==> src/rtl/counter_mod_k_pkg.sv <==
// Shared types and helpers for the cascaded modulo-k counter.
//   dir_t       : count direction encoding (DIR_DOWN = 0, DIR_UP = 1)
//   stage_slice : extract W-bit field idx from a packed N*W vector
package counter_mod_k_pkg;

    typedef enum logic {
        DIR_DOWN = 1'b0,
        DIR_UP   = 1'b1
    } dir_t;

    // Upper bounds for the slice helper; W <= 32 and N*W <= 256 are supported.
    localparam int unsigned MaxVecBits   = 256;
    localparam int unsigned MaxStageBits = 32;

    function automatic logic [MaxStageBits-1:0] stage_slice(
        input logic [MaxVecBits-1:0] vec,
        input int unsigned           width,
        input int unsigned           idx
    );
        logic [MaxVecBits-1:0] shifted;
        logic [MaxVecBits-1:0] mask;
        shifted = vec >> (idx * width);
        mask    = (MaxVecBits'(1) << width) - MaxVecBits'(1);
        return MaxStageBits'(shifted & mask);
    endfunction

endpackage

==> src/rtl/counter_mod_k_stage.sv <==
// One W-bit up/down modulo-k counter stage.
//   clk, reset : clock, asynchronous active-high reset
//   advance    : step this stage (already qualified by the carry chain)
//   up         : direction, 1 = up, 0 = down
//   clear/load : synchronous clear / parallel load (clear wins)
//   load_val   : value to load
//   k          : runtime modulus; k <= 1 makes the stage a pass-through
//   value      : current count
//   terminal   : combinational, stage is at its wrap point for the current direction
//   carry      : registered, high the cycle after the stage wrapped
module counter_mod_k_stage
    import counter_mod_k_pkg::*;
#(
    parameter int unsigned W = 4
) (
    input  logic         clk,
    input  logic         reset,
    input  logic         advance,
    input  logic         up,
    input  logic         clear,
    input  logic         load,
    input  logic [W-1:0] load_val,
    input  logic [W-1:0] k,
    output logic [W-1:0] value,
    output logic         terminal,
    output logic         carry
);

    logic [W-1:0] value_q, value_d;
    logic         carry_q, carry_d;
    logic         degenerate;
    logic [W-1:0] k_max;
    dir_t         dir;

    assign dir        = dir_t'(up);
    assign degenerate = (k <= W'(1));
    // k-1 only formed for k >= 2 so it never underflows.
    assign k_max      = degenerate ? '0 : k - W'(1);

    always_comb begin
        terminal = 1'b1;
        if (!degenerate) begin
            if (dir == DIR_UP) terminal = (value_q >= k_max);
            else               terminal = (value_q == '0);
        end
    end

    always_comb begin
        value_d = value_q;
        carry_d = 1'b0;
        if (clear) begin
            value_d = '0;
        end else if (load) begin
            value_d = load_val;
        end else if (advance) begin
            if (degenerate) begin
                value_d = '0;
                carry_d = 1'b1;
            end else if (dir == DIR_UP) begin
                if (terminal) begin
                    value_d = '0;
                    carry_d = 1'b1;
                end else begin
                    value_d = value_q + W'(1);
                end
            end else begin
                if (value_q == '0) begin
                    value_d = k_max;
                    carry_d = 1'b1;
                end else if (value_q > k_max) begin
                    // Out of range after k shrank: clamp without a wrap.
                    value_d = k_max;
                end else begin
                    value_d = value_q - W'(1);
                end
            end
        end
    end

    always_ff @(posedge clk or posedge reset) begin
        if (reset) begin
            value_q <= '0;
            carry_q <= 1'b0;
        end else begin
            value_q <= value_d;
            carry_q <= carry_d;
        end
    end

    assign value = value_q;
    assign carry = carry_q;

endmodule

==> src/rtl/counter_mod_k_cascade.sv <==
// N cascaded W-bit up/down modulo-k counters with per-stage runtime modulus.
//   i_clk, i_reset : clock, asynchronous active-high reset
//   i_en           : count enable for stage 0 and the whole carry chain
//   i_up           : direction, 1 = up, 0 = down
//   i_clear        : synchronous clear of all stages
//   i_load         : synchronous parallel load from i_load_val
//   i_load_val     : load value, stage j in bits [j*W +: W]
//   i_k            : modulus per stage, same packing
//   o_count        : stage values, same packing
//   o_carry        : per-stage registered wrap pulse
module counter_mod_k_cascade
    import counter_mod_k_pkg::*;
#(
    parameter int unsigned W = 4,
    parameter int unsigned N = 3
) (
    input  logic           i_clk,
    input  logic           i_reset,
    input  logic           i_en,
    input  logic           i_up,
    input  logic           i_clear,
    input  logic           i_load,
    input  logic [N*W-1:0] i_load_val,
    input  logic [N*W-1:0] i_k,
    output logic [N*W-1:0] o_count,
    output logic [N-1:0]   o_carry
);

    logic [N-1:0] advance;
    logic [N-1:0] terminal;

    // Chain is combinational so every stage that wraps does so on the same edge.
    assign advance[0] = i_en;

    for (genvar j = 0; j < N; j++) begin : g_stage
        logic [W-1:0] k_j;
        logic [W-1:0] load_val_j;

        assign k_j        = W'(stage_slice(MaxVecBits'(i_k), W, j));
        assign load_val_j = W'(stage_slice(MaxVecBits'(i_load_val), W, j));

        if (j > 0) begin : g_chain
            assign advance[j] = advance[j-1] & terminal[j-1];
        end

        counter_mod_k_stage #(
            .W (W)
        ) u_stage (
            .clk      (i_clk),
            .reset    (i_reset),
            .advance  (advance[j]),
            .up       (i_up),
            .clear    (i_clear),
            .load     (i_load),
            .load_val (load_val_j),
            .k        (k_j),
            .value    (o_count[j*W +: W]),
            .terminal (terminal[j]),
            .carry    (o_carry[j])
        );
    end

endmodule

==> config.mk <==
export PLATFORM = sky130hd
export DESIGN_NAME = counter_mod_k_cascade
export DESIGN_NICKNAME = d
export VERILOG_FILES = /design/src/rtl/counter_mod_k_pkg.sv /design/src/rtl/counter_mod_k_stage.sv /design/src/rtl/counter_mod_k_cascade.sv
export SDC_FILE = /design/constraint.sdc
export NUM_CORES = 1
export LEC_CHECK = 0
export CAP_MARGIN = 20
export CORE_MARGIN = 4
export CORE_UTILIZATION = 24
export DETAILED_ROUTE_END_ITERATION = 8
export HOLD_SLACK_MARGIN = 0.15
export MAX_ROUTING_LAYER = met4
export PLACE_DENSITY = 0.45
export RECOVER_POWER = 25
export REMOVE_ABC_BUFFERS = 1
export SKIP_CTS_REPAIR_TIMING = 1
export SLEW_MARGIN = 5
export SYNTH_ARGS = -nofsm -noshare
export SYNTH_HDL_FRONTEND = slang
export SYNTH_SLANG_ARGS = --single-unit
==> constraint.sdc <==
create_clock -name i_clk -period 5.2 [get_ports i_clk]
set_input_delay 1.04 -clock i_clk [delete_from_list [all_inputs] [get_ports i_clk]]
set_output_delay 1.04 -clock i_clk [all_outputs]
set_load 0.05 [all_outputs]
## After elaboration in Yosys (flattened, before gate mapping)

Cells that the tools add are included.
Widths: inputs -> output; s select.

- Register bits: 15
- Bits of input ports: 30
- Output and inout bits: 15
- Word-level logic and storage cells: 86

- $add $sub $neg: 9
- Order comparisons: 9
- Mux-type cells: 54
- Bitwise gates (word level): 2
- Reductions and logical operators: 6

Operators by type and width:

| operator | count |
|---|---|
| $mux 4 | 27 |
| $mux 1 | 27 |
| $sub 4x1->4 const B | 6 |
| $add 4x1->4 const B | 3 |
| $ge 4x4->1 | 3 |
| $gt 4x4->1 | 3 |
| $le 4x1->1 const B | 3 |
| $logic_not 4->1 | 3 |
| $reduce_bool 3->1 | 3 |
| $and 1x1->1 | 2 |

## Depth between registers and ports, before layout

Gate-level depths: netlist of run 1.

- Depth after elaboration: 11
- Mapped depth: 12
- Mapped depth without buffers: 12

## By module

A second synthesis of run 1 with hierarchy kept.

- Cells, all modules: 239
- Area, all modules: 1994.4 µm²

By module, submodules not included:

| module | times used | cells each | area each (µm²) | sequential area each (µm²) |
|---|---|---|---|---|
| counter_mod_k_stage (g_stage[0].u_stage ...) | 2 | 79 | 654.4 | 125.1 |
| counter_mod_k_stage (g_stage[1].u_stage) | 1 | 79 | 673.1 | 125.1 |
| counter_mod_k_cascade | 1 | 2 | 12.5 | 0.0 |

## Worst setup path after synthesis of run 1

OpenSTA, ideal clock, no wires.

- Path type: input port to flip-flop
- From: input i_k[9]
- To: register g_stage[2].u_stage.value_q[3]
- Library setup time: 0.066 ns
- Arrival: 3.544 ns
- Required time: 5.134 ns
- Slack: 1.590 ns
- Cell stages on the path: 12
- Path buffers: 0
- Path through: inv_1 ha_1 nor2_1 nor3_1 or2_2 ha_1 nor2b_1 o211ai_1 or4b_1 o221ai_1 o221a_2 a211o_1

- Longest elaborated chain between the ends: 11
- Elaborated cells on any way between the ends: 15
- Those cells by class: add/sub: 1; order compare: 3; mux: 11

RTL lines:

| item | RTL line | source |
|---|---|---|
| from (decl) | counter_mod_k_cascade.sv:24 | `input logic [N*W-1:0] i_k,` |
| $sub 4x1->4 or $le 4x1->1 (tied branches) | counter_mod_k_stage.sv:38, counter_mod_k_stage.sv:36 |  |
| $mux 4 | counter_mod_k_stage.sv:38 | `assign k_max = degenerate ? '0 : k - W'(1);` |
| $ge 4x4->1 | counter_mod_k_stage.sv:43 | `if (dir == DIR_UP) terminal = (value_q >= k_max);` |
| $mux 1 | counter_mod_k_stage.sv:43 |  |
| $mux 1 | counter_mod_k_stage.sv:42 | `if (!degenerate) begin` |
| $mux 4 | counter_mod_k_stage.sv:60 | `if (terminal) begin` |
| $mux 4 | counter_mod_k_stage.sv:59 | `end else if (dir == DIR_UP) begin` |
| $mux 4 (*) | counter_mod_k_stage.sv:56 | `if (degenerate) begin` |
| $mux 4 (*) | counter_mod_k_stage.sv:55 | `end else if (advance) begin` |
| $mux 4 (*) | counter_mod_k_stage.sv:53 | `end else if (load) begin` |
| $mux 4 (*) | counter_mod_k_stage.sv:51 | `if (clear) begin` |
| to (signal assigned) | counter_mod_k_stage.sv:85 | `value_q <= value_d;` |
| to (decl) | counter_mod_k_stage.sv:29 | `logic [W-1:0] value_q, value_d;` |

Mark *: on every way between the ends. The rest lies on a longest branch, timed or not. The select of a mux whose other input is x is not followed.
A chain may end at the register's enable or synchronous reset.

## Final worst setup path of run 1

- From: input i_k[8]
- To: register g_stage[2].u_stage.value_q[3]

Same word-level chain as after synthesis.

==> results of run 1 <==
state kept, by name, summed over array words and instances (netlist names):
name / cells
g_stage.u_stage.carry: 3
g_stage.u_stage.value: 12
cell families after synthesis:
| family | after synthesis | synth area share, % |
|---|---|---|
| muxes | 9 | 4.662 |
| xor gates and xnor gates | 8 | 3.576 |
| buffers and inverters | 29 | 6.768 |
| DFF | 15 | 19.16 |
| and+or+nand+nor | 91 | 25.29 |
| adders and majority gates | 24 | 15.33 |
| AOI/OAI and AO/OA | 65 | 25.22 |
worst max-delay path, cell delays in order:
cell and delay [ps]:
clkdlybuf4s50_1 580, inv_1 70, ha_1 230, nor2_1 150
nor3_1 60, buf_4 160, or2_2 300, ha_1 290
nor2b_1 140, o211ai_1 350, or4b_1 510, o221ai_1 220
o221a_2 220, a211o_1 100
per-layer routing:
| layer | wire length [microns] | GRT usage (%) | share of wire, % |
|---|---|---|---|
| met1 | 2696 | 16.16 | 48 |
| met2 | 2624 | 19.19 | 47 |
| met3 | 236 | 1.929 | 4.2 |
| met4 | 18 | 1.891 | 0.32 |
| met5 | 0 | - | 0 |
layout make-up:
cell class,count,area [sq um],share of cell area [%]
Clock buffer,3,41.29,1.625
Timing Repair Buffer,47,462.9,18.22
Inverter,20,75.07,2.954
Multi-Input combinational cell,197,1451,57.11
Sequential cell,15,375.4,14.77
Clock inverter,1,7.507,0.2954
Tap cell,102,127.6,5.022
stage by stage:
stage                     total power, mW  std cells  worst slack (ps)  utilization, %
final                              0.6068        385             981.4           32.38
after global routing               0.6570        385             771.0           32.38
after global placement             0.5166        381             806.8           31.76
after floorplan                    0.3986        232              1590               -
after CTS                          0.6131        385             998.4           32.38
after detailed placement           0.5100        381             726.2           31.76
synthesized netlist by cell type (4+ instances only):
cell | number | area [sq um]
buf_4 | 4 | 30.03
nand4_1 | 4 | 25.02
nor3_1 | 21 | 105.1
or2_2 | 4 | 25.02
a21oi_1 | 10 | 50.05
xnor2_1 | 5 | 43.79
nor2b_1 | 6 | 37.54
ha_1 | 24 | 300.3
nor2_1 | 19 | 71.32
o311a_1 | 4 | 40.04
o22ai_1 | 4 | 25.02
dfrtp_1 | 15 | 375.4
mux2i_1 | 8 | 80.08
nand3_1 | 5 | 25.02
nor3b_1 | 5 | 37.54
nand2_1 | 11 | 41.29
o21ai_0 | 8 | 40.04
o211ai_1 | 6 | 45.04
inv_1 | 20 | 75.07
power breakdown:
part	internal (mW)	switching, mW
Sequential	0.129	0.0277
Combinational	0.156	0.196
Clock	0.0538	0.0443
worst paths after layout:
check | startpoint | endpoint | slack (ps) | cells past startpoint
worst min register to register | g_stage[0].u_stage.value[0] | g_stage[0].u_stage.value[0] | 600 | 1
worst max-delay path | i_k[8] | g_stage[2].u_stage.value[3] | 980 | 14
min in group asynchronous | i_reset | g_stage[2].u_stage.value[3] | 1320 | 2
max in group asynchronous | i_reset | g_stage[0].u_stage.value[3] | 3470 | 2
worst min-delay path | g_stage[0].u_stage.value[0] | g_stage[0].u_stage.value[0] | 600 | 1
worst max register to register | g_stage[0].u_stage.value[0] | g_stage[2].u_stage.value[3] | 2610 | 8
placed cells by master, fill, tap and decap left out, types with 3 or more instances in the layout:
master and instances:
clkdlybuf4s50_1 43, ha_1 24, nor3_1 21, inv_1 20
nor2_1 19, dfrtp_1 15, nand2_1 11, a21oi_1 10
mux2i_1 8, o21ai_0 8, nor2b_1 6, o211ai_1 6
nand3_1 5, xnor2_1 5, nor3b_1 5, nand4_1 4
o311a_1 4, or2_2 4, o22ai_1 4, a21boi_0 3
xor2_1 3, a22oi_1 3, nand2b_1 3, a31oi_1 3
o2bb2ai_1 3, clkbuf_8 3, buf_4 3
==> summary.txt, run 1 <==
Route
  – Pre-Repair DR Iteration Count: 4
  – Via count: 1961
  – Vias/cell: between 5 and 6
  – Routed wire length: 5576 microns
  – Iteration-0 DRC Markers: 123
  – DRC violations left: 0
  – Drt wl/cell: between 10 and 15 microns
  – Antenna Nets Post-Route: 0

Worst setup path
  – Worst EP required: about 5400 ps
  – CP Class: in -> reg
  – Startpoint types: input pin
  – Critical path arrival: 4410 ps
  – CP Max Fanout: 8
  – Critical path endpoint category: flop

Global route
  – Initial antenna violation count: 0
  – Global-route wire length before repair: 9508 microns
  – Grt total ovfl: 0
  – Total GRT Usage: between 10% and 20%
  – Vias in the first global route: 1918
  – Largest net degree at the start of global routing: 32

Placed design
  – Cell Area, Placed: 2492 sq um
  – Final GP Congestion: 0.8607
  – Port buffer count: 44
  – Post-DP HPWL: 4487 microns

Cells and area
  – # diodes: 0
  – Final net count: 338
  – Area grow syn2layout: 29.69%
  – Layout cells sized above 1: between 7 and 8%
  – Filler cell count: between 800 and 900
  – Final instance area: 2541 sq um

Synth
  – Netlist area before placement: slightly below 2000 sq um
  – Ys async rst share: 100.0%
  – Unique masters post-synth: 57
  – Post-synth EDFFs: 0
  – Seq/Total Area, Yosys: a little under a fifth
  – Yosys warns: 0
  – Avg Cell Area, Syn: 8.130 sq um
  – #FFs+latches synth: 15
  – Synth Instances: about 240
  – Post-synth top flop: dfrtp_1

Clocking
  – CTS Buf Count: 3
  – CTS root buf: clkbuf_8
  – Clock Latency Late Sink: 250 ps
  – Reg clk slew, reported paths: ~70 ps
  – Sink Count: 15
  – CTS tree: built
  – CTS max path bufs: 2
  – # H-tree levels: 1

Pwr
  – Peak VDD IR: 0.1657 mV
  – Power Dens Cells: 238.8 nW/um^2
  – Cell leakage power: 1.043 nW

Timing
  – Final Slew Violations: 0
  – Final period util: ~80%
  – Final hold vios: 0
  – Slew at the pin with the worst max-slew slack: 781.5 ps
  – Setup TNS: 0 ps
  – Clock skew: ~6.7 ps
  – Max Freq: between 200 and 250 MHz
  – Final setup fails: 0
  – Final min period: 4219 ps
  – Relative slew margins: 47.16%
  – RSZ-0062 raised after global routing: false
  – Fin Hold WS: 603.1 ps

Outcome
  – Status: finished clean

Floorplanning
  – DIE HEIGHT: 98.36 microns
  – Die W: 98.36 microns
  – Full die area: 9674 sq um
  – Row count: 32
  – # IOs: 45
  – Core region area: 7848 sq um
  – Initial Util: 24.97%

Hold path
  – Hold Path Class: reg -> reg

Job
  – Max-Cap Viols: 0
No activity file was read; power rests on OpenSTA's default activity.
==> inputs of run 2 (changes only) <==
PLACE_DENSITY = 0.47   (was 0.45)
clock period = 3.5 ns   (was 5.2 ns; I/O delays follow)
==> run 2 against run 1 <==
  * Hold slack barely moved
  * Cell count rose by 11%
  * Non-clock buffer count rose by 43
  * First-iteration DRC count fell by 28%
  * Sequential power rose by 52%
  * Register-to-register slack got worse by 1500 ps
  * Wire length rose by 7.7%
  * Die area did not move
  * Flip-flop and latch count did not move
  * Critical endpoint unchanged
  * Largest power group unchanged
==> summary.txt, run 2 (synthesis results as in run 1) <==
Outcome
  – Status: finished clean

Global route
  – Largest net degree at the start of global routing: 18 (-44%)
  – Grt total ovfl: 0 (unchanged)
  – Global-route wire length before repair: 9887 microns (+4.0%)
  – Vias in the first global route: 2068 (+7.8%)
  – Total GRT Usage: 12.67% (+0.71 points)
  – Initial antenna violation count: 0 (unchanged)

Route
  – Routed wire length: 6005 microns (+7.7%)
  – Antenna Nets Post-Route: 0 (unchanged)
  – Pre-Repair DR Iteration Count: 4 (unchanged)
  – Via count: 2121 (+8.2%)
  – Drt wl/cell: 14.03 microns (-3.1%)
  – Vias/cell: 4.956 (-2.7%)
  – DRC violations left: 0 (unchanged)
  – Iteration-0 DRC Markers: 89 (-28%)

Placed design
  – Port buffer count: 44 (unchanged)
  – Post-DP HPWL: 4753 microns (+5.9%)
  – Final GP Congestion: 0.9016 (+4.8%)
  – Cell Area, Placed: 2770 sq um (+11%)

Clocking
  – Reg clk slew, reported paths: 60 ps (about the same)
  – CTS root buf: clkbuf_8
  – CTS max path bufs: 2 (unchanged)
  – Clock Latency Late Sink: 250 ps (about the same)
  – Sink Count: 15 (unchanged)
  – CTS Buf Count: 3 (unchanged)
  – # H-tree levels: 1 (unchanged)
  – CTS tree: built

Pwr
  – Register share of total power: 23.4% (-2.5 points)
  – Power Dens Cells: 342.3 nW/um^2 (+43%)
  – Clk pwr share: 14.1% (-2.1 points)
  – Combinational share of power: 62.5% (+4.5 points)
  – Switching Share: 42.02% (-2.1 points)
  – Net Sw Power: 0.4284 mW (+60%)
  – Cell leakage power: 1.306 nW (+25%)
  – Peak VDD IR: 0.1770 mV (+6.8%)
  – Internal power: 0.5910 mW (+74%)

Timing
  – Clock skew: 2.681 ps (-4.009 ps)
  – Final Slew Violations: 0 (unchanged)
  – Final setup fails: 0 (unchanged)
  – Max Freq: 298.7 MHz
  – Final min period: 3348 ps
  – Final period util: between 90 and 100%
  – Final hold vios: 0 (unchanged)
  – Slew at the pin with the worst max-slew slack: 656.5 ps (-125.0 ps)
  – Relative slew margins: 56.18% (+9.0 points)
  – Setup TNS: 0 ps (unchanged)

Cells and area
  – Most frequent cells in the layout: buf_4, clkdlybuf4s50_1, ha_1, inv_1, nor3_1
  – Area grow syn2layout: 51.98%
  – Filler cell count: 829 (-3.0%)
  – Final instance area: 2978 sq um (+17%)
  – Layout cells sized above 1: 24.85% (+18 points)
  – Final net count: 381 (+13%)
  – Register area: 375.4 sq um (unchanged)
  – Commonest non-fill, non-tap cell in the layout: buf_4
  – Largest register FFs: 12 (unchanged)
  – Area occupied by multi-input gates: 1559 sq um (+7.4%)
  – # diodes: 0 (unchanged)

Floorplanning
  – Core region area: 7848 sq um (unchanged)
  – # IOs: 45 (unchanged)
  – Full die area: 9674 sq um (unchanged)
  – Initial Util: 24.97% (unchanged)
  – Row count: 32 (unchanged)
  – DIE HEIGHT: 98.36 microns (unchanged)
  – Die W: 98.36 microns (unchanged)

Worst setup path
  – Worst R2R Setup Slack: 1090 ps (-1520 ps)
  – Startpoint types: input pin
  – Worst EP required: 3630 ps (-1760 ps)
  – Critical path endpoint category: flop
  – RR Startpoint: g_stage[0].u_stage.value[0]
  – Crit path capture: g_stage[2].u_stage.value[3]
  – CP Class: in -> reg
  – Critical path arrival: 3480 ps (-930 ps)
  – CP startpoint: i_k[9]
  – Critical R2R Capture: g_stage[1].u_stage.value[2]
  – CP Max Fanout: 6 (-2)
  – R2R depth: 9 (+1)

Hold path
  – Hold Path Class: reg -> reg
  – Beginning of the worst hold path: g_stage[0].u_stage.value[0]

Job
  – Max-Cap Viols: 0 (unchanged)
run 2: changes by cell type in the layout (fill, tap and decap cells not counted), moves of 3 or more:
| cell | previous run | this run |
|---|---|---|
| or2_4 | 0 | 3 |
| ha_1 | 24 | 20 |
| buf_4 | 3 | 46 |
| clkdlybuf4s50_1 | 43 | 39 |
| dlymetal6s2s_1 | 0 | 4 |
run 2: final cells by class:
class                           count  area share (%)
Clock buffer                        4           1.513
Tap cell                          102           4.286
Sequential cell                    15           12.61
Timing Repair Buffer               90           26.72
Inverter                           20           2.521
Multi-Input combinational cell    197           52.35
run 2: metrics by stage:
step	hold WS (ps)	util, %	std cells	total power, mW	worst slack [ps]
3_3_place_gp	577.3	35.30	418	0.8282	-275.2
5_1_grt	662.8	37.95	428	1.103	-6.487
2_1_floorplan	601.5	-	232	0.5922	230.4
3_5_place_dp	583.1	35.30	418	0.8290	-295.7
6_report	602.7	37.95	428	1.019	152.3
4_1_cts	617.4	35.87	422	0.9793	-49.04
run 2: critical path, cell delays in order:
cell and delay [ps]:
clkdlybuf4s50_1 480, inv_1 60, ha_1 200, nor2_2 130, nor3_1 70, or2_4 260
ha_4 270, nor2b_1 130, o211ai_1 140, buf_4 170, a31oi_4 230, o221ai_2 120
o221a_2 250, a211o_1 260
run 2: power by group through the flow:
stage | registers (mW) | clock network [mW] | logic (mW)
floorplan | 0.293 | 0 | 0.299
global placement | 0.241 | 0 | 0.588
detailed placement | 0.241 | 0 | 0.588
CTS | 0.238 | 0.150 | 0.592
global route | 0.244 | 0.158 | 0.701
finish | 0.238 | 0.144 | 0.637
run 2: worst min path at each step:
stage | to | cells past startpoint
final | g_stage[0].u_stage.value[0] | 1
after CTS | g_stage[0].u_stage.value[0] | 1
after global placement | g_stage[0].u_stage.value[0] | 1
after floorplan | g_stage[0].u_stage.carry | 1
after global routing | g_stage[0].u_stage.value[0] | 1
after detailed placement | g_stage[0].u_stage.value[0] | 1
run 2: layer usage:
metal	share of wire, %	track usage [%]	vias up
li1	-	-	1079
met1	49	16.93	989
met2	46	20.12	47
met3	3.8	2.571	6
met4	1.1	2.101	0
met5	0	-	-
==> inputs of run 3 (changes only) <==
MAX_ROUTING_LAYER = default   (was met4)
==> run 3 against run 2 <==
  * Critical path depth is 1 lower
  * Global-route usage is 0.35 points lower
  * Sequential power hardly changed
  * Cell area stayed put
  * Sequential share of layout area stayed put
==> summary.txt, run 3 (synthesis results as in run 1) <==
Clocking
  – CTS max path bufs: 2 (unchanged)
  – CTS root buf: clkbuf_8
  – Reg clk slew, reported paths: 60 ps (about the same)
  – # H-tree levels: 1 (unchanged)
  – Sink Count: 15 (unchanged)
  – Clock Latency Late Sink: 250 ps (about the same)
  – CTS Buf Count: 3 (unchanged)
  – CTS tree: built

Floorplanning
  – Core region area: 7848 sq um (unchanged)
  – Die W: 98.36 microns (unchanged)
  – Row count: 32 (unchanged)
  – Full die area: 9674 sq um (unchanged)
  – DIE HEIGHT: 98.36 microns (unchanged)
  – Initial Util: 24.97% (unchanged)
  – # IOs: 45 (unchanged)

Outcome
  – Status: finished clean

Placed design
  – Port buffer count: 44 (unchanged)
  – Final GP Congestion: 0.8868 (-1.6%)
  – Cell Area, Placed: 2770 sq um (unchanged)
  – Post-DP HPWL: 4753 microns (unchanged)
  – Placed cell count: 418 (unchanged)

Global route
  – Vias in the first global route: 2062 (-0.29%)
  – Grt total ovfl: 0 (unchanged)
  – Global-route wire length before repair: 9901 microns (+0.14%)
  – Largest net degree at the start of global routing: 18 (unchanged)
  – Total GRT Usage: 12.32% (-0.35 points)
  – Initial antenna violation count: 0 (unchanged)

Worst setup path
  – Critical path arrival: 3480 ps (about the same)
  – CP Class: in -> reg
  – Max stage delay on crit path: 480 ps (about the same)
  – CP max stage cell: clkdlybuf4s50_1
  – Startpoint types: input pin
  – Worst EP required: 3630 ps (about the same)
  – Worst path cell trace: clkdlybuf4s50_1 -> inv_1 -> ha_1 -> nor2_1 -> nor3_1 -> or2_4 -> ha_4 -> nor2b_1 -> o211ai_1 -> a31oi_1 -> o31a_2 -> o221a_2 -> a211o_1
  – CP Max Fanout: 3 (-3)
  – Critical path endpoint category: flop

Cells and area
  – Layout cells sized above 1: 24.85% (unchanged)
  – Final instance area: 2978 sq um (unchanged)
  – Finished Layout Cells: 428 (unchanged)
  – # diodes: 0 (unchanged)
  – Area grow syn2layout: 51.98% (unchanged)
  – Final net count: 381 (unchanged)
  – Largest register FFs: 12 (unchanged)
  – Area occupied by multi-input gates: 1559 sq um (unchanged)
  – Commonest non-fill, non-tap cell in the layout: buf_4
  – Most frequent cells in the layout: buf_4, clkdlybuf4s50_1, ha_1, inv_1, nor3_1
  – Filler cell count: 829 (unchanged)
  – Register area: 375.4 sq um (unchanged)

Hold path
  – Hold Path Class: reg -> reg

Pwr
  – Power Dens Cells: 342.2 nW/um^2 (about the same)
  – Cell leakage power: 1.306 nW (unchanged)
  – Overall power: 1.019 mW (about the same)
  – Peak VDD IR: 0.1752 mV (-1.0%)

Timing
  – Max Freq: 298.6 MHz (about the same)
  – Clock skew: 1.706 ps (-0.9744 ps)
  – Setup TNS: 0 ps (unchanged)
  – Final setup fails: 0 (unchanged)
  – Final hold vios: 0 (unchanged)
  – Slew at the pin with the worst max-slew slack: 656.1 ps (-0.4418 ps)
  – Relative slew margins: 56.21% (about the same)
  – Final min period: 3349 ps (+1.668 ps)
  – Final Slew Violations: 0 (unchanged)
  – Final period util: 95.70% (about the same)

Route
  – Drt wl/cell: 14.10 microns (+0.47%)
  – Iteration-0 DRC Markers: 88 (-1.1%)
  – Pre-Repair DR Iteration Count: 4 (unchanged)
  – Antenna Nets Post-Route: 0 (unchanged)
  – DRC violations left: 0 (unchanged)
  – Routed wire length: 6033 microns (+0.47%)
  – Vias/cell: 4.944 (-0.24%)
  – Via count: 2116 (-0.24%)

Job
  – Max-Cap Viols: 0 (unchanged)
run 3: area by class of cell:
cell class	count	area share (%)
clock buffers	4	1.513
inverters	20	2.521
multi-input cells	197	52.35
flip-flops and latches	15	12.61
well taps	102	4.286
repair buffers	90	26.72
run 3: critical path: cells and delay by family:
| family | cells | cell delay, ps |
|---|---|---|
| buffers and inverters | 2 | 550 |
| and+or+nand+nor | 4 | 510 |
| AOI/OAI and AO/OA | 5 | 1310 |
| adders and majority gates | 2 | 400 |
run 3: metal layers:
metal / up-vias / GRT usage, % / routed length, microns
li1: 1079 / - / -
met1: 984 / 16.85 / 2899
met2: 47 / 20.12 / 2796
met3: 6 / 2.786 / 272
met4: 0 / 2.101 / 64
met5: - / 0 / 0
run 3: path summary, 6_finish.rpt:
kind | start | to | slack (ps) | depth (start not counted)
max | i_k[5] | g_stage[2].u_stage.value[3] | 150 | 13
min | g_stage[0].u_stage.value[0] | g_stage[0].u_stage.value[0] | 600 | 1
max reg2reg | g_stage[0].u_stage.value[0] | g_stage[1].u_stage.value[2] | 1090 | 9
min reg2reg | g_stage[0].u_stage.value[0] | g_stage[0].u_stage.value[0] | 600 | 1
max in group asynchronous | i_reset | g_stage[2].u_stage.value[3] | 2100 | 2
min in group asynchronous | i_reset | g_stage[0].u_stage.value[1] | 980 | 2
run 3: power breakdown:
| part | internal, mW | total, mW | leakage [nW] | switching, mW |
|---|---|---|---|---|
| Sequential | 0.192 | 0.237 | 0.201 | 0.0454 |
| Clock | 0.0806 | 0.144 | 0.0228 | 0.0636 |
| Combinational | 0.318 | 0.637 | 1.08 | 0.319 |
run 3: through the flow:
stage / setup slack (ps) / utilization, % / hold WS (ps)
floorplan: 230.4 / - / 601.5
CTS: -49.04 / 35.87 / 617.4
global placement: -275.2 / 35.30 / 577.3
finish: 150.6 / 37.95 / 601.5
global route: -6.503 / 37.95 / 662.8
detailed placement: -295.7 / 35.30 / 583.1
